==> src/rtl/wb_port_if.sv <==
// Write-back port bundle between the WB stage / long unit (master side) and the
// register-file write-port arbiter (slave side).
interface wb_port_if;
    logic        PipeRegWrite;
    logic [4:0]  PipeWriteAddr;
    logic [31:0] PipeWriteData;
    logic        LongValid;
    logic        LongReady;
    logic [4:0]  LongAddr;
    logic [31:0] LongData;
    logic        RegWriteOut;
    logic [4:0]  WriteRegAddrOut;
    logic [31:0] WriteRegData;
    logic        StallPipe;
    logic [4:0]  QueryAddrA;
    logic [4:0]  QueryAddrB;
    logic        QueryHitA;
    logic        QueryHitB;

    modport master (
        output PipeRegWrite, PipeWriteAddr, PipeWriteData,
        output LongValid, LongAddr, LongData,
        output QueryAddrA, QueryAddrB,
        input  LongReady, RegWriteOut, WriteRegAddrOut, WriteRegData,
        input  StallPipe, QueryHitA, QueryHitB
    );

    modport slave (
        input  PipeRegWrite, PipeWriteAddr, PipeWriteData,
        input  LongValid, LongAddr, LongData,
        input  QueryAddrA, QueryAddrB,
        output LongReady, RegWriteOut, WriteRegAddrOut, WriteRegData,
        output StallPipe, QueryHitA, QueryHitB
    );
endinterface

==> src/rtl/wb_port_arbiter.sv <==
// Register-file write-port arbiter: pipeline write-back has priority, long-unit
// results wait in a small FIFO and drain into idle slots, with a starvation stall.
module wb_port_arbiter #(
    parameter int unsigned DEPTH        = 4,
    parameter int unsigned STARVE_LIMIT = 8
) (
    input  logic      clk,
    input  logic      rst_n,
    wb_port_if.slave  bus
);
    localparam int unsigned AW    = 5;
    localparam int unsigned DW    = 32;
    localparam int unsigned PTR_W = (DEPTH > 1) ? $clog2(DEPTH) : 1;
    localparam int unsigned CNT_W = $clog2(DEPTH + 1);
    localparam int unsigned STV_W = (STARVE_LIMIT > 2) ? $clog2(STARVE_LIMIT) : 1;

    logic [AW-1:0]    addr_q [DEPTH];
    logic [DW-1:0]    data_q [DEPTH];
    logic [DEPTH-1:0] valid_q, valid_d;
    logic [PTR_W-1:0] wr_ptr_q, wr_ptr_d, rd_ptr_q, rd_ptr_d;
    logic [CNT_W-1:0] count_q, count_d;
    logic [STV_W-1:0] starve_q, starve_d;
    logic             stall_q, stall_d;

    logic          long_ready, push, store, pipe_act, not_empty, head_valid;
    logic          pop, pipe_grant, wr_en;
    logic [AW-1:0] wr_addr;
    logic [DW-1:0] wr_data;
    logic          hit_a, hit_b;

    // Port grant, FIFO bookkeeping and starvation tracking
    always_comb begin
        pop        = 1'b0;
        pipe_grant = 1'b0;
        wr_en      = 1'b0;
        wr_addr    = '0;
        wr_data    = '0;
        valid_d    = valid_q;
        wr_ptr_d   = wr_ptr_q;
        rd_ptr_d   = rd_ptr_q;
        count_d    = count_q;
        starve_d   = starve_q;
        stall_d    = 1'b0;

        long_ready = (count_q < CNT_W'(DEPTH));
        push       = bus.LongValid && long_ready;
        store      = push && (bus.LongAddr != '0);
        pipe_act   = bus.PipeRegWrite && (bus.PipeWriteAddr != '0);
        not_empty  = (count_q != '0);
        head_valid = valid_q[rd_ptr_q];

        if (stall_q) begin
            pop = not_empty;
        end else if (pipe_act) begin
            pipe_grant = 1'b1;
            wr_en      = 1'b1;
            wr_addr    = bus.PipeWriteAddr;
            wr_data    = bus.PipeWriteData;
        end else begin
            pop = not_empty;
        end

        // A killed head still consumes its slot, it just writes nothing
        if (pop && head_valid) begin
            wr_en   = 1'b1;
            wr_addr = addr_q[rd_ptr_q];
            wr_data = data_q[rd_ptr_q];
        end

        // Younger pipeline write supersedes any queued result for the same register
        if (pipe_grant) begin
            for (int i = 0; i < DEPTH; i++) begin
                if (valid_q[i] && (addr_q[i] == bus.PipeWriteAddr)) begin
                    valid_d[i] = 1'b0;
                end
            end
        end

        if (pop) begin
            valid_d[rd_ptr_q] = 1'b0;
            rd_ptr_d          = PTR_W'(rd_ptr_q + PTR_W'(1));
        end
        if (store) begin
            valid_d[wr_ptr_q] = 1'b1;
            wr_ptr_d          = PTR_W'(wr_ptr_q + PTR_W'(1));
        end
        count_d = CNT_W'(count_q + CNT_W'(store) - CNT_W'(pop));

        if (pop || !not_empty) begin
            starve_d = '0;
        end else if (starve_q == STV_W'(STARVE_LIMIT - 2)) begin
            starve_d = '0;
            stall_d  = 1'b1;
        end else begin
            starve_d = STV_W'(starve_q + STV_W'(1));
        end
    end

    // Decode hazard lookup over stored entries only
    always_comb begin
        hit_a = 1'b0;
        hit_b = 1'b0;
        for (int i = 0; i < DEPTH; i++) begin
            if (valid_q[i] && (addr_q[i] == bus.QueryAddrA)) hit_a = 1'b1;
            if (valid_q[i] && (addr_q[i] == bus.QueryAddrB)) hit_b = 1'b1;
        end
        if (bus.QueryAddrA == '0) hit_a = 1'b0;
        if (bus.QueryAddrB == '0) hit_b = 1'b0;
    end

    always_ff @(posedge clk or negedge rst_n) begin
        if (!rst_n) begin
            valid_q  <= '0;
            wr_ptr_q <= '0;
            rd_ptr_q <= '0;
            count_q  <= '0;
            starve_q <= '0;
            stall_q  <= 1'b0;
        end else begin
            valid_q  <= valid_d;
            wr_ptr_q <= wr_ptr_d;
            rd_ptr_q <= rd_ptr_d;
            count_q  <= count_d;
            starve_q <= starve_d;
            stall_q  <= stall_d;
        end
    end

    // Payload storage needs no reset; valid bits qualify it
    always_ff @(posedge clk) begin
        if (store) begin
            addr_q[wr_ptr_q] <= bus.LongAddr;
            data_q[wr_ptr_q] <= bus.LongData;
        end
    end

    assign bus.LongReady       = long_ready;
    assign bus.RegWriteOut     = wr_en && rst_n;
    assign bus.WriteRegAddrOut = wr_addr;
    assign bus.WriteRegData    = wr_data;
    assign bus.StallPipe       = stall_q;
    assign bus.QueryHitA       = hit_a;
    assign bus.QueryHitB       = hit_b;
endmodule

==> src/flat_wrapper.sv <==
// flat-port wrapper written by rule: the top's interface ports become plain ports
module wb_port_arbiter_flat 
#(
    parameter int unsigned DEPTH        = 4,
    parameter int unsigned STARVE_LIMIT = 8
)
  (clk, rst_n, bus_PipeRegWrite, bus_PipeWriteAddr, bus_PipeWriteData, bus_LongValid, bus_LongAddr, bus_LongData, bus_QueryAddrA, bus_QueryAddrB, bus_LongReady, bus_RegWriteOut, bus_WriteRegAddrOut, bus_WriteRegData, bus_StallPipe, bus_QueryHitA, bus_QueryHitB);
  wb_port_if bus_i ();
  input  logic clk;
  input  logic rst_n;
  input wire logic [$bits(bus_i.PipeRegWrite)-1:0] bus_PipeRegWrite;
  input wire logic [$bits(bus_i.PipeWriteAddr)-1:0] bus_PipeWriteAddr;
  input wire logic [$bits(bus_i.PipeWriteData)-1:0] bus_PipeWriteData;
  input wire logic [$bits(bus_i.LongValid)-1:0] bus_LongValid;
  input wire logic [$bits(bus_i.LongAddr)-1:0] bus_LongAddr;
  input wire logic [$bits(bus_i.LongData)-1:0] bus_LongData;
  input wire logic [$bits(bus_i.QueryAddrA)-1:0] bus_QueryAddrA;
  input wire logic [$bits(bus_i.QueryAddrB)-1:0] bus_QueryAddrB;
  output wire logic [$bits(bus_i.LongReady)-1:0] bus_LongReady;
  output wire logic [$bits(bus_i.RegWriteOut)-1:0] bus_RegWriteOut;
  output wire logic [$bits(bus_i.WriteRegAddrOut)-1:0] bus_WriteRegAddrOut;
  output wire logic [$bits(bus_i.WriteRegData)-1:0] bus_WriteRegData;
  output wire logic [$bits(bus_i.StallPipe)-1:0] bus_StallPipe;
  output wire logic [$bits(bus_i.QueryHitA)-1:0] bus_QueryHitA;
  output wire logic [$bits(bus_i.QueryHitB)-1:0] bus_QueryHitB;
  assign bus_i.PipeRegWrite = bus_PipeRegWrite;
  assign bus_i.PipeWriteAddr = bus_PipeWriteAddr;
  assign bus_i.PipeWriteData = bus_PipeWriteData;
  assign bus_i.LongValid = bus_LongValid;
  assign bus_i.LongAddr = bus_LongAddr;
  assign bus_i.LongData = bus_LongData;
  assign bus_i.QueryAddrA = bus_QueryAddrA;
  assign bus_i.QueryAddrB = bus_QueryAddrB;
  assign bus_LongReady = bus_i.LongReady;
  assign bus_RegWriteOut = bus_i.RegWriteOut;
  assign bus_WriteRegAddrOut = bus_i.WriteRegAddrOut;
  assign bus_WriteRegData = bus_i.WriteRegData;
  assign bus_StallPipe = bus_i.StallPipe;
  assign bus_QueryHitA = bus_i.QueryHitA;
  assign bus_QueryHitB = bus_i.QueryHitB;
  wb_port_arbiter #(.DEPTH(DEPTH), .STARVE_LIMIT(STARVE_LIMIT)) u_core (.clk(clk), .rst_n(rst_n), .bus(bus_i));
endmodule
==> config.mk <==
export PLATFORM = sky130hd
export DESIGN_NAME = wb_port_arbiter_flat
export DESIGN_NICKNAME = d
export VERILOG_FILES = /design/src/rtl/wb_port_if.sv /design/src/rtl/wb_port_arbiter.sv /design/src/flat_wrapper.sv
export SDC_FILE = /design/constraint.sdc
export NUM_CORES = 1
export LEC_CHECK = 0
export CAP_MARGIN = 20
export CORE_ASPECT_RATIO = 1.25
export CORE_MARGIN = 2
export CORE_UTILIZATION = 55
export CTS_CLUSTER_SIZE = 24
export DETAILED_ROUTE_END_ITERATION = 8
export PLACE_DENSITY = 0.83
export SLEW_MARGIN = 10
export SYNTH_ARGS = -nofsm -noshare
export SYNTH_HDL_FRONTEND = slang
export SYNTH_SLANG_ARGS = --single-unit
==> constraint.sdc <==
create_clock -name clk -period 6.1 [get_ports clk]
set_input_delay 1.22 -clock clk [delete_from_list [all_inputs] [get_ports clk]]
set_output_delay 1.22 -clock clk [all_outputs]
set_load 0.02 [all_outputs]
# Word level (Yosys, flattened, before mapping)
# Memories as Yosys holds them, arrays and structs flattened.
# Cells that the tools add are included.
totals:
  regBits: 15
  mem_bits_rw: 148
  wordCells: 100
  n_memories: 2
mem_list:
  columns: ["name", "depth", "word_bits", "read_ports", "rd_ports_with_merged_regs", "wr", "line_no", "source"]
  rows:
  - ["u_core.data_q", 4, 32, 1, 0, 1, "wb_port_arbiter.sv:18", "logic [DW-1:0] data_q [DEPTH];"]
  - ["u_core.addr_q", 4, 5, 5, 0, 1, "wb_port_arbiter.sv:17", "logic [AW-1:0] addr_q [DEPTH];"]
classes:
  addsub: 5
  n_lt_le_gt_ge: 5
  n_eq_ne: 13
  mux: 40
  bitwise: 3
  reduce_logical: 26
ops:
  columns: ["operator", "count"]
  rows:
  - ["$mux 32", 3]
  - ["$eq 5x5->1", 12]
  - ["$mux 1", 26]
  - ["$logic_and 1x1->1", 19]
  - ["$mux 5", 3]
  - ["$mux 4", 3]
  - ["$logic_not 5->1", 2]
  - ["$reduce_bool 5->1", 2]
  - ["$lt 2x3->1 const B", 2]
  - ["$mux 3", 2]
  - ["$add 2x1->2 const B", 2]
  - ["$and 4x4->4", 1]
  - ["$demux 1 s2", 2]
  - ["$ge 2x1->1 const B", 2]
  - ["$not 4->4", 1]
  - ["$or 4x4->4", 1]
  - ["$add 3x1->3", 1]
  - ["$add 3x1->3 const B", 1]
  - ["$eq 3x3->1 const B", 1]
  - ["$lt 3x3->1 const B", 1]
  - ["$reduce_bool 3->1", 1]
  - ["$sub 3x1->3", 1]
  - ["$bmux 1 s2", 1]
  - ["$logic_not 1->1", 1]
  - ["$logic_or 1x1->1", 1]

# Longest topological paths before layout
# Gate-level depths: netlist of the first run.
depth:
  word_depth: 9
  depth_mapped: 12
  mapped_depth_nobuf: 10

# Worst setup path after synthesis of the first run
# OpenSTA, ideal clock, no wires.
synth_path:
  path_type: "in2out"
  startpoint: "in bus_PipeWriteAddr[1]"
  endpoint: "out bus_RegWriteOut"
  arrival_time_ns: 2.884
  t_required_ns: 4.880
  slack_ns: 1.996
  cell_stages: 6
  cell_sequence: "buf_4 -> or4_4 -> o21a_4 -> nor2_8 -> nand2_1 -> a21boi_0"
synth_via:
  elab_chain_len: 7
  elab_cells_between_ends: 9
  cone_classes: "mux (5); reduce/logical (4)"
synth_lines:
  columns: ["item", "line_no", "source"]
  rows:
  - ["start: declaration", "flat_wrapper.sv:12", "input wire logic [$bits(bus_i.PipeWriteAddr)-1:0] bus_PipeWriteAddr;"]
  - ["$reduce_bool 5->1 *", "wb_port_arbiter.sv:48", "pipe_act = bus.PipeRegWrite && (bus.PipeWriteAddr != '0);"]
  - ["$logic_and 1x1->1 *", "wb_port_arbiter.sv:48", null]
  - ["$mux 1", "wb_port_arbiter.sv:54", "end else if (pipe_act) begin"]
  - ["$mux 1", "wb_port_arbiter.sv:52", "if (stall_q) begin"]
  - ["$logic_and 1x1->1", "wb_port_arbiter.sv:64", "if (pop && head_valid) begin"]
  - ["$mux 1 *", "wb_port_arbiter.sv:64", null]
  - ["$logic_and 1x1->1 *", "wb_port_arbiter.sv:138", "assign bus.RegWriteOut = wr_en && rst_n;"]
  - ["end: declaration", "flat_wrapper.sv:20", "output wire logic [$bits(bus_i.RegWriteOut)-1:0] bus_RegWriteOut;"]
# Mark *: on every way between the ends. The rest lies on a longest branch, timed or not.

# Worst setup path in the final report of the first run
layout_path:
  startpoint: "in bus_PipeWriteAddr[1]"
  endpoint: "out bus_WriteRegData[21]"
layout_via:
  elab_chain_len: 6
  elab_cells_between_ends: 8
  cone_classes: "mux (5); reduce/logical (3)"
layout_lines:
  columns: ["item", "line_no", "source"]
  rows:
  - ["$reduce_bool 5->1 *", "wb_port_arbiter.sv:48", null]
  - ["$logic_and 1x1->1 *", "wb_port_arbiter.sv:48", null]
  - ["$mux 1", "wb_port_arbiter.sv:54", null]
  - ["$mux 1", "wb_port_arbiter.sv:52", null]
  - ["$logic_and 1x1->1", "wb_port_arbiter.sv:64", null]
  - ["$mux 32 *", "wb_port_arbiter.sv:64", null]
  - ["end: declaration", "flat_wrapper.sv:22", "output wire logic [$bits(bus_i.WriteRegData)-1:0] bus_WriteRegData;"]
# Marked as above.

==> flow_summary.ini, run 1 <==
[run_status]
status = complete, no violations

[clocking]
clock_path_buffers = 2
numCtsBuffers = 17
cts_num_sinks = 163
cts_setup_buffers = 0
clock-root-buffer = clkbuf_16
holdBufCountCts = 0
clk_pin_slew_ns = 0.06
htreeDepth = 4
cts_tree = built
clkLatencyLatePin_ns = 0.42
cts_resized = 0

[detailed_routing]
vias_per_cell = 6.003
drt_pass1_iterations = 5
wl_per_cell_um = 24.53
post-route-drc-count = 0
first_iter_violations = 348
drt_wl_total_um = 17710
detail-route-antenna-nets = 0
dr_total_vias = 4334

[synthesis]
ys_top_cells_by_area = edfxtp_1 60%, mux4_2 12%, xor2_1 5.2%
yosysTopAreaCell = edfxtp_1
synth_warnings = 0
synth_top_area_share = 0.6015
synth-seq-area-share = 0.6523
synth.avg_cell_area_um2 = 17.51
yosysUniqueCellTypes = 35
synth_area_um2 = 7388
syn_inst = 422
synth_seq_cells = 163
synth_nets = 521

[critical_path]
cpMostUsedCell = clkdlybuf4s50_1
start_kind = input pin
crit_path_end_kind = output pin
crit_path_cell_trace = clkdlybuf4s50_1 > or4_4 > o21a_4 > nor2_8 > a32o_1 > clkdlybuf4s50_1
crit_cells = 6
cp.buffers_inverters = 2
reg2reg_depth = 10
path_class = input pin to output pin
cp.required_ns = 4.88
path_max_fanout = 40
crit_arrival_ns = 4.33
slowest_stage = clkdlybuf4s50_1
crit_family = buffers and inverters
cpPeakStageDelay_ns = 0.62

[power_and_ir_drop]
p_per_area_nw_per_um2 = 414.4
p_sw_frac = 0.3283
switchingPower_uw = 1269
seqPwrFrac = 0.404
vdd_drop_max_uv = 275.4
p_total_uw = 3867
power.leakage_uw = 0.003104
clockPowerShare = 0.272
pwr-share-comb = 0.324
p_int_uw = 2598

[global_route]
grt_pass1_wl_um = 27240
antenna_found_initial = 0
grt_start_max_net_pins = 41
grt_overflow = 0
grtUsageTotal = 0.2592
grt_pass1_vias = 4752

[sta]
fin_setup_tns_ns = 0
hold_viol = 0
setup_viol_count_final = 0
worst_clock_skew_ns = 0.01152
finalCriticalPeriod_ns = 5.548
worst_pin_slew_ns = 1.085
slew_headroom = 0.2764
max_freq_ghz = 0.1802
rsz0062_at_grt = no
hold_slack_ns = 0.5049
slew_viol_final = 0
period_share = 0.9095

[place]
port_buffers = 129
dp_hpwl_um = 10900
place_congestion = 0.9358
dp_cells = 690

[floorplanning]
initial_core_util = 0.5609
die_w_um = 107.7
row_count = 47
io_pins = 130
core_area_um2 = 13170
die_h_um = 133.6
dieArea_um2 = 14380

[min_path]
whs_path_depth = 1
hp-class = flip-flop to flip-flop

[finish]
n_fill_cell = 855
multi_input_area_um2 = 2355
finalNonFillerCells = 722
drive_gt1_frac = 0.1488
mostFrequentLayoutCells = 148 x edfxtp_1, 129 x clkdlybuf4s50_1, 44 x xor2_1, 38 x mux4_2, 37 x a32o_1
n_antenna_cell = 0
regArea_um2 = 4822
area_growth_pct = 26.30
final_common_cell = edfxtp_1
nets = 637

[run]
max_cap_viol_count = 0
[cells by family (layout without fill, tap and decap cells)]
group                      Yosys count  count (layout)  synth area share
AOI/OAI and AO/OA                   49              49           0.06333
xor gates and xnor gates            64              64           0.07587
adders and majority gates           11              11           0.01964
buffers and inverters               44             173           0.02964
DFF                                163             163            0.6523
muxes                               40              40            0.1187
and+or+nand+nor                     51              51           0.04047
[flip-flops by register name, summed over array words and instances, names as in the netlist]
register,cells
u_core.rd_ptr_q,2
u_core.count_q,3
u_core.wr_ptr_q,2
u_core.data_q,128
u_core.valid_q,4
u_core.starve_q,3
u_core.bus.StallPipe,1
u_core.addr_q,20
[metrics by stage]
step	cell area [µm²]	utilization	worst slack (ns)
2_1_floorplan	7388	-	1.996
3_3_place_gp	8738	0.6634	0.6263
3_5_place_dp	8738	0.6634	0.5695
4_1_cts	9331	0.7084	0.5330
5_1_grt	9331	0.7084	0.4583
6_report	9331	0.7084	0.5520
[power by group through the flow]
stage / Sequential [µW] / Combinational (µW) / Clock, µW
after global placement: 1580 / 1200 / 0
after CTS: 1570 / 1260 / 1060
after floorplan: 1500 / 878 / 0
after global routing: 1590 / 1330 / 1110
final: 1560 / 1250 / 1050
after detailed placement: 1590 / 1240 / 0
[cell type report]
type / instances / area share
clock inverters: 14 / 0.01757
clock buffers: 18 / 0.04599
repair buffers: 132 / 0.1408
well taps: 171 / 0.02293
inverters: 9 / 0.003620
multi-input cells: 215 / 0.2523
flip-flops and latches: 163 / 0.5168
[routing by layer]
layer / global-route usage / part of all wire / up-vias / wire length (µm)
li1: - / - / 1938 / -
met1: 0.3152 / 0.39 / 2217 / 6842
met2: 0.4616 / 0.55 / 149 / 9677
met3: 0.04697 / 0.041 / 30 / 732
met4: 0.09188 / 0.026 / 0 / 459
met5: 0 / 0 / - / 0
[synthesized netlist by cell type]
cell / n
xnor2_1: 20
a32o_1: 37
a21boi_0: 1
nand4_1: 6
nand3_1: 8
ha_1: 10
clkbuf_1: 22
or3_1: 1
nand2_1: 9
a31o_1: 4
o21a_1: 2
mux2i_1: 1
edfxtp_1: 148
buf_1: 2
o311a_1: 1
or4_4: 1
or4_1: 2
nor2_8: 1
mux2_2: 1
o21ai_0: 3
o21a_4: 1
nor4_1: 9
nor3_1: 7
buf_2: 4
fa_1: 1
nor2_1: 1
inv_1: 9
mux4_2: 38
buf_4: 1
nor2b_1: 1
dfrtp_1: 15
xor2_1: 44
and2_1: 4
buf_6: 6
nor4b_1: 1
[path summary, 6_finish.rpt]
check	startpoint	endpoint	slack [ns]
max in group asynchronous	rst_n	u_core.rd_ptr_q[0]$_DFFE_PN0N_	4.37
min	u_core.count_q[2]$_DFF_PN0_	u_core.count_q[2]$_DFF_PN0_	0.50
max	bus_PipeWriteAddr[1]	bus_WriteRegData[21]	0.55
min in group asynchronous	rst_n	u_core.bus.StallPipe$_DFF_PN0_	1.23
min reg2reg	u_core.count_q[2]$_DFF_PN0_	u_core.count_q[2]$_DFF_PN0_	0.50
max reg2reg	u_core.bus.StallPipe$_DFF_PN0_	u_core.count_q[2]$_DFF_PN0_	3.00
No activity file was read; power rests on OpenSTA's default activity.
==> run 2: changes to the inputs <==
--- a/config.mk
+++ b/config.mk
@@ -8,10 +8,10 @@
 export CAP_MARGIN = 20
 export CORE_ASPECT_RATIO = 1.25
 export CORE_MARGIN = 2
-export CORE_UTILIZATION = 55
+export CORE_UTILIZATION = 57
 export CTS_CLUSTER_SIZE = 24
 export DETAILED_ROUTE_END_ITERATION = 8
-export PLACE_DENSITY = 0.83
+export PLACE_DENSITY = 0.85
 export SLEW_MARGIN = 10
 export SYNTH_ARGS = -nofsm -noshare
 export SYNTH_HDL_FRONTEND = slang
==> flow_summary.ini, run 2 (same netlist as run 1, synthesis figures left out) <==
[run_status]
status = complete, no violations

[detailed_routing]
dr_total_vias = 4448
vias_per_cell = 6.178
post-route-drc-count = 0
first_iter_violations = 283
wl_per_cell_um = 24.64
detail-route-antenna-nets = 0
drt_wl_total_um = 17740
drt_pass1_iterations = 4

[clocking]
clock_path_buffers = 2
clkLatencyLatePin_ns = 0.43
holdBufCountCts = 0
numCtsBuffers = 17
cts_num_sinks = 163
cts_resized = 0
cts_setup_buffers = 0
clk_pin_slew_ns = 0.07
cts_tree = built
clock-root-buffer = clkbuf_16
htreeDepth = 4

[floorplanning]
die_h_um = 131.3
dieArea_um2 = 13890
row_count = 46
initial_core_util = 0.5835
core_area_um2 = 12660
die_w_um = 105.8
io_pins = 130

[global_route]
antenna_found_initial = 0
grtUsageTotal = 0.2678
grt_start_max_net_pins = 41
grt_pass1_vias = 4928
grt_overflow = 0
grt_pass1_wl_um = 27260

[sta]
worst_pin_slew_ns = 1.083
finalCriticalPeriod_ns = 5.525
slew_viol_final = 0
period_share = 0.9057
max_freq_ghz = 0.1810
hold_viol = 0
worst_clock_skew_ns = 0.01005
setup_viol_count_final = 0
slew_headroom = 0.2778
fin_setup_tns_ns = 0
rsz0062_at_grt = no
final.setup.worst_slack_ns = 0.5752

[critical_path]
cp.required_ns = 4.88
crit_path_end_kind = output pin
crit_family = buffers and inverters
path_class = input pin to output pin
crit_arrival_ns = 4.30
cp.buffers_inverters = 3
start_kind = input pin
path_max_fanout = 40
slowest_stage = clkdlybuf4s50_1
regToRegSetupSlack_ns = 3.12
crit_path_cell_trace = clkdlybuf4s50_1 > or4_4 > o21a_4 > nor2_8 > buf_12 > a32o_1 > clkdlybuf4s50_1
cpPeakStageDelay_ns = 0.64
cpMostUsedCell = clkdlybuf4s50_1

[min_path]
hp-class = flip-flop to flip-flop

[finish]
largest_register_ffs = 128
drive_gt1_frac = 0.1522
n_fill_cell = 760
nets = 638
n_antenna_cell = 0
mostFrequentLayoutCells = 148 x edfxtp_1, 129 x clkdlybuf4s50_1, 44 x xor2_1, 38 x mux4_2, 37 x a32o_1
largestRegisters = u_core.data_q (128), u_core.addr_q (20), u_core.valid_q (4)
area_growth_pct = 26.69
final_common_cell = edfxtp_1
regMostFlops = u_core.data_q

[run]
max_cap_viol_count = 0

[power_and_ir_drop]
power.leakage_uw = 0.003127
p_per_area_nw_per_um2 = 414.0
vdd_drop_max_uv = 338.7

[place]
place_ws_ns = 0.6245
dp_hpwl_um = 10990
port_buffers = 129
place_congestion = 0.9303
-- run 2: changes by cell type in the layout (fill, tap and decap cells not counted) --
cell / change
clkinvlp_4: -2
clkbuf_1: -1
clkinv_8: +2
inv_12: +1
bufinv_16: -1
inv_8: +3
clkinv_2: +1
inv_6: -5
clkinv_4: +2
buf_12: +1
-- run 2: layer usage --
metal | vias up | wire, µm | track usage
met2 | 219 | 9565 | 0.4681
li1 | 1933 | - | -
met1 | 2252 | 6445 | 0.3127
met3 | 44 | 1131 | 0.05903
met4 | 0 | 599 | 0.1257
met5 | - | 0 | 0
-- run 2: power by group --
group,leakage [µW],internal (µW),switching (µW)
clock network,0.000297,556,492
registers,0.00153,1410,133
logic,0.00130,605,675
-- run 2: cell type report --
type,count,area (µm²),share of cell area
repair buffers,133,1334,0.1425
inverters,9,33.78,0.003609
well taps,168,210.2,0.02246
multi-input cells,215,2355,0.2516
flip-flops and latches,163,4822,0.5152
clock buffers,17,425.4,0.04545
clock inverters,15,180.2,0.01925
-- run 2: path summary, 6_finish.rpt --
check                                                    start                              to  cells after the start
worst max-delay path                      bus_PipeWriteAddr[3]            bus_WriteRegData[19]                      7
worst min-delay path               u_core.count_q[2]$_DFF_PN0_     u_core.count_q[2]$_DFF_PN0_                      1
worst max register to register  u_core.bus.StallPipe$_DFF_PN0_     u_core.count_q[2]$_DFF_PN0_                     10
worst min register to register     u_core.count_q[2]$_DFF_PN0_     u_core.count_q[2]$_DFF_PN0_                      1
max in group asynchronous                                rst_n  u_core.rd_ptr_q[1]$_DFFE_PN0N_                      1
min in group asynchronous                                rst_n  u_core.bus.StallPipe$_DFF_PN0_                      1
-- run 2: per-stage QoR --
step	cell area (µm²)	power, µW	hold slack, ns	util	instances
5_1_grt	9360	4030	0.5380	0.7392	720
2_1_floorplan	7388	2374	0.4678	-	422
4_1_cts	9360	3896	0.5081	0.7392	720
6_report	9360	3875	0.5046	0.7392	720
3_3_place_gp	8755	2778	0.4867	0.6914	688
3_5_place_dp	8755	2837	0.4982	0.6914	688
==> run 3: changes to the inputs <==
--- a/config.mk
+++ b/config.mk
@@ -11,7 +11,7 @@
 export CORE_UTILIZATION = 57
 export CTS_CLUSTER_SIZE = 24
 export DETAILED_ROUTE_END_ITERATION = 8
-export PLACE_DENSITY = 0.85
+export PLACE_DENSITY_LB_ADDON = 0.08
 export SLEW_MARGIN = 10
 export SYNTH_ARGS = -nofsm -noshare
 export SYNTH_HDL_FRONTEND = slang
==> flow_summary.ini, run 3 (same netlist as run 1, synthesis figures left out) <==
[clocking]
clock-root-buffer = clkbuf_16
cts_num_sinks = 163
clk_pin_slew_ns = 0.06
numCtsBuffers = 17
clock_path_buffers = 2
clkLatencyLatePin_ns = 0.42
holdBufCountCts = 0
htreeDepth = 4
cts_resized = 0
cts_tree = built
cts_setup_buffers = 0

[power_and_ir_drop]
p_per_area_nw_per_um2 = 404.8
vdd_drop_max_uv = 244.1
power.leakage_uw = 0.003092

[sta]
period_share = 0.9227
max_freq_ghz = 0.1777
slew_headroom = 0.2826
slew_viol_final = 0
setup_viol_count_final = 0
worst_clock_skew_ns = 0.009515
hold_viol = 0
finalCriticalPeriod_ns = 5.628
rsz0062_at_grt = no
worst_pin_slew_ns = 1.076
fin_setup_tns_ns = 0

[place]
place_congestion = 0.9330
place_area_um2 = 8742
port_buffers = 129
dp_hpwl_um = 10470

[finish]
stdcell_area_um2 = 9293
nets = 638
largestRegisters = u_core.data_q (128), u_core.addr_q (20), u_core.valid_q (4)
largest_register_ffs = 128
drive_gt1_frac = 0.1504
area_growth_pct = 25.77
n_antenna_cell = 0
final_common_cell = edfxtp_1
regMostFlops = u_core.data_q
n_fill_cell = 831
mostFrequentLayoutCells = 148 x edfxtp_1, 129 x clkdlybuf4s50_1, 44 x xor2_1, 38 x mux4_2, 37 x a32o_1

[critical_path]
crit_family = buffers and inverters
r2r-start = u_core.bus.StallPipe$_DFF_PN0_
crit_path_cell_trace = clkdlybuf4s50_1 > or4_4 > o21a_4 > nor2_8 > buf_4 > a32o_1 > clkdlybuf4s50_1
start_kind = input pin
crit_path_end_kind = output pin
worst_r2r_endpoint = u_core.count_q[2]$_DFF_PN0_
crit_arrival_ns = 4.41
regToRegSetupSlack_ns = 3.02
slowest_stage = clkdlybuf4s50_1
path_class = input pin to output pin
path_max_fanout = 40
reg2reg_depth = 11
cp.buffers_inverters = 3
cpPeakStageDelay_ns = 0.61
cpMostUsedCell = clkdlybuf4s50_1
cp.required_ns = 4.88

[global_route]
use_met3 = 0.05506
grt_util_met1 = 0.3105
grt_overflow = 0
grt_use_met2 = 0.4219
grt_pass1_wl_um = 25760
antenna_found_initial = 0
grtUsageTotal = 0.2484
grt_start_max_net_pins = 41
busiest_layer = met2
grt_pass1_vias = 4683

[detailed_routing]
post-route-drc-count = 0
dr_total_vias = 4335
drt_wl_total_um = 16630
vias_per_cell = 6.021
wl_per_cell_um = 23.10
detail-route-antenna-nets = 0
first_iter_violations = 239
drt_pass1_iterations = 4

[min_path]
whs_path_depth = 1
hold_end = u_core.count_q[2]$_DFF_PN0_
min_from = u_core.count_q[2]$_DFF_PN0_
hp-class = flip-flop to flip-flop

[run_status]
status = complete, no violations

[floorplanning]
row_count = 46
initial_core_util = 0.5835
io_pins = 130
die_w_um = 105.8
dieArea_um2 = 13890
core_area_um2 = 12660
die_h_um = 131.3

[run]
max_cap_viol_count = 0
run 3: cell types whose count changed in the layout (fill, tap and decap cells not counted), sizes merged:
cell	previous run	this run
clkinv	8	4
clkbuf	17	18
clkinvlp	0	2
inv	16	17
run 3: per-layer routing:
layer  vias to the layer above  part of all wire
li1                       1931                 -
met1                      2227              0.40
met2                       149              0.52
met3                        28             0.048
met4                         0             0.025
met5                         -                 0
run 3: layout make-up:
type / count / area [µm²] / area share
sequential: 163 / 4822 / 0.5189
multi-input combinational: 215 / 2355 / 0.2534
timing repair buffer: 133 / 1321 / 0.1422
clock buffer: 18 / 429.2 / 0.04618
tap: 168 / 210.2 / 0.02262
clock inverter: 14 / 121.4 / 0.01306
inverter: 9 / 33.78 / 0.003635
run 3: how the worst max path moves through the flow:
stage                          from                    to  slack (ns)  cells past startpoint
2_1_floorplan  bus_PipeWriteAddr[1]       bus_RegWriteOut        2.00                      6
3_3_place_gp   bus_PipeWriteAddr[1]  bus_WriteRegData[21]        0.59                      7
3_5_place_dp   bus_PipeWriteAddr[1]  bus_WriteRegData[15]        0.49                      7
4_1_cts        bus_PipeWriteAddr[1]  bus_WriteRegData[15]        0.47                      7
5_1_grt        bus_PipeWriteAddr[1]  bus_WriteRegData[15]        0.32                      7
6_report       bus_PipeWriteAddr[1]  bus_WriteRegData[15]        0.47                      7
run 3: through the flow:
stage               cells  hold slack, ns  power (µW)  utilization  worst slack (ns)
detailed placement    688          0.4998        2819       0.6904            0.4880
floorplan             422          0.4678        2374            -             1.996
CTS                   720          0.5052        3796       0.7339            0.4723
finish                720          0.4993        3762       0.7339            0.4717
global route          720          0.5419        3932       0.7339            0.3165
global placement      688          0.4863        2784       0.6904            0.5906
run 3: power by group:
part / leakage [µW] / switching [µW] / internal, µW
clock network: 0.000267 / 443 / 534
registers: 0.00153 / 111 / 1410
logic: 0.00130 / 660 / 600
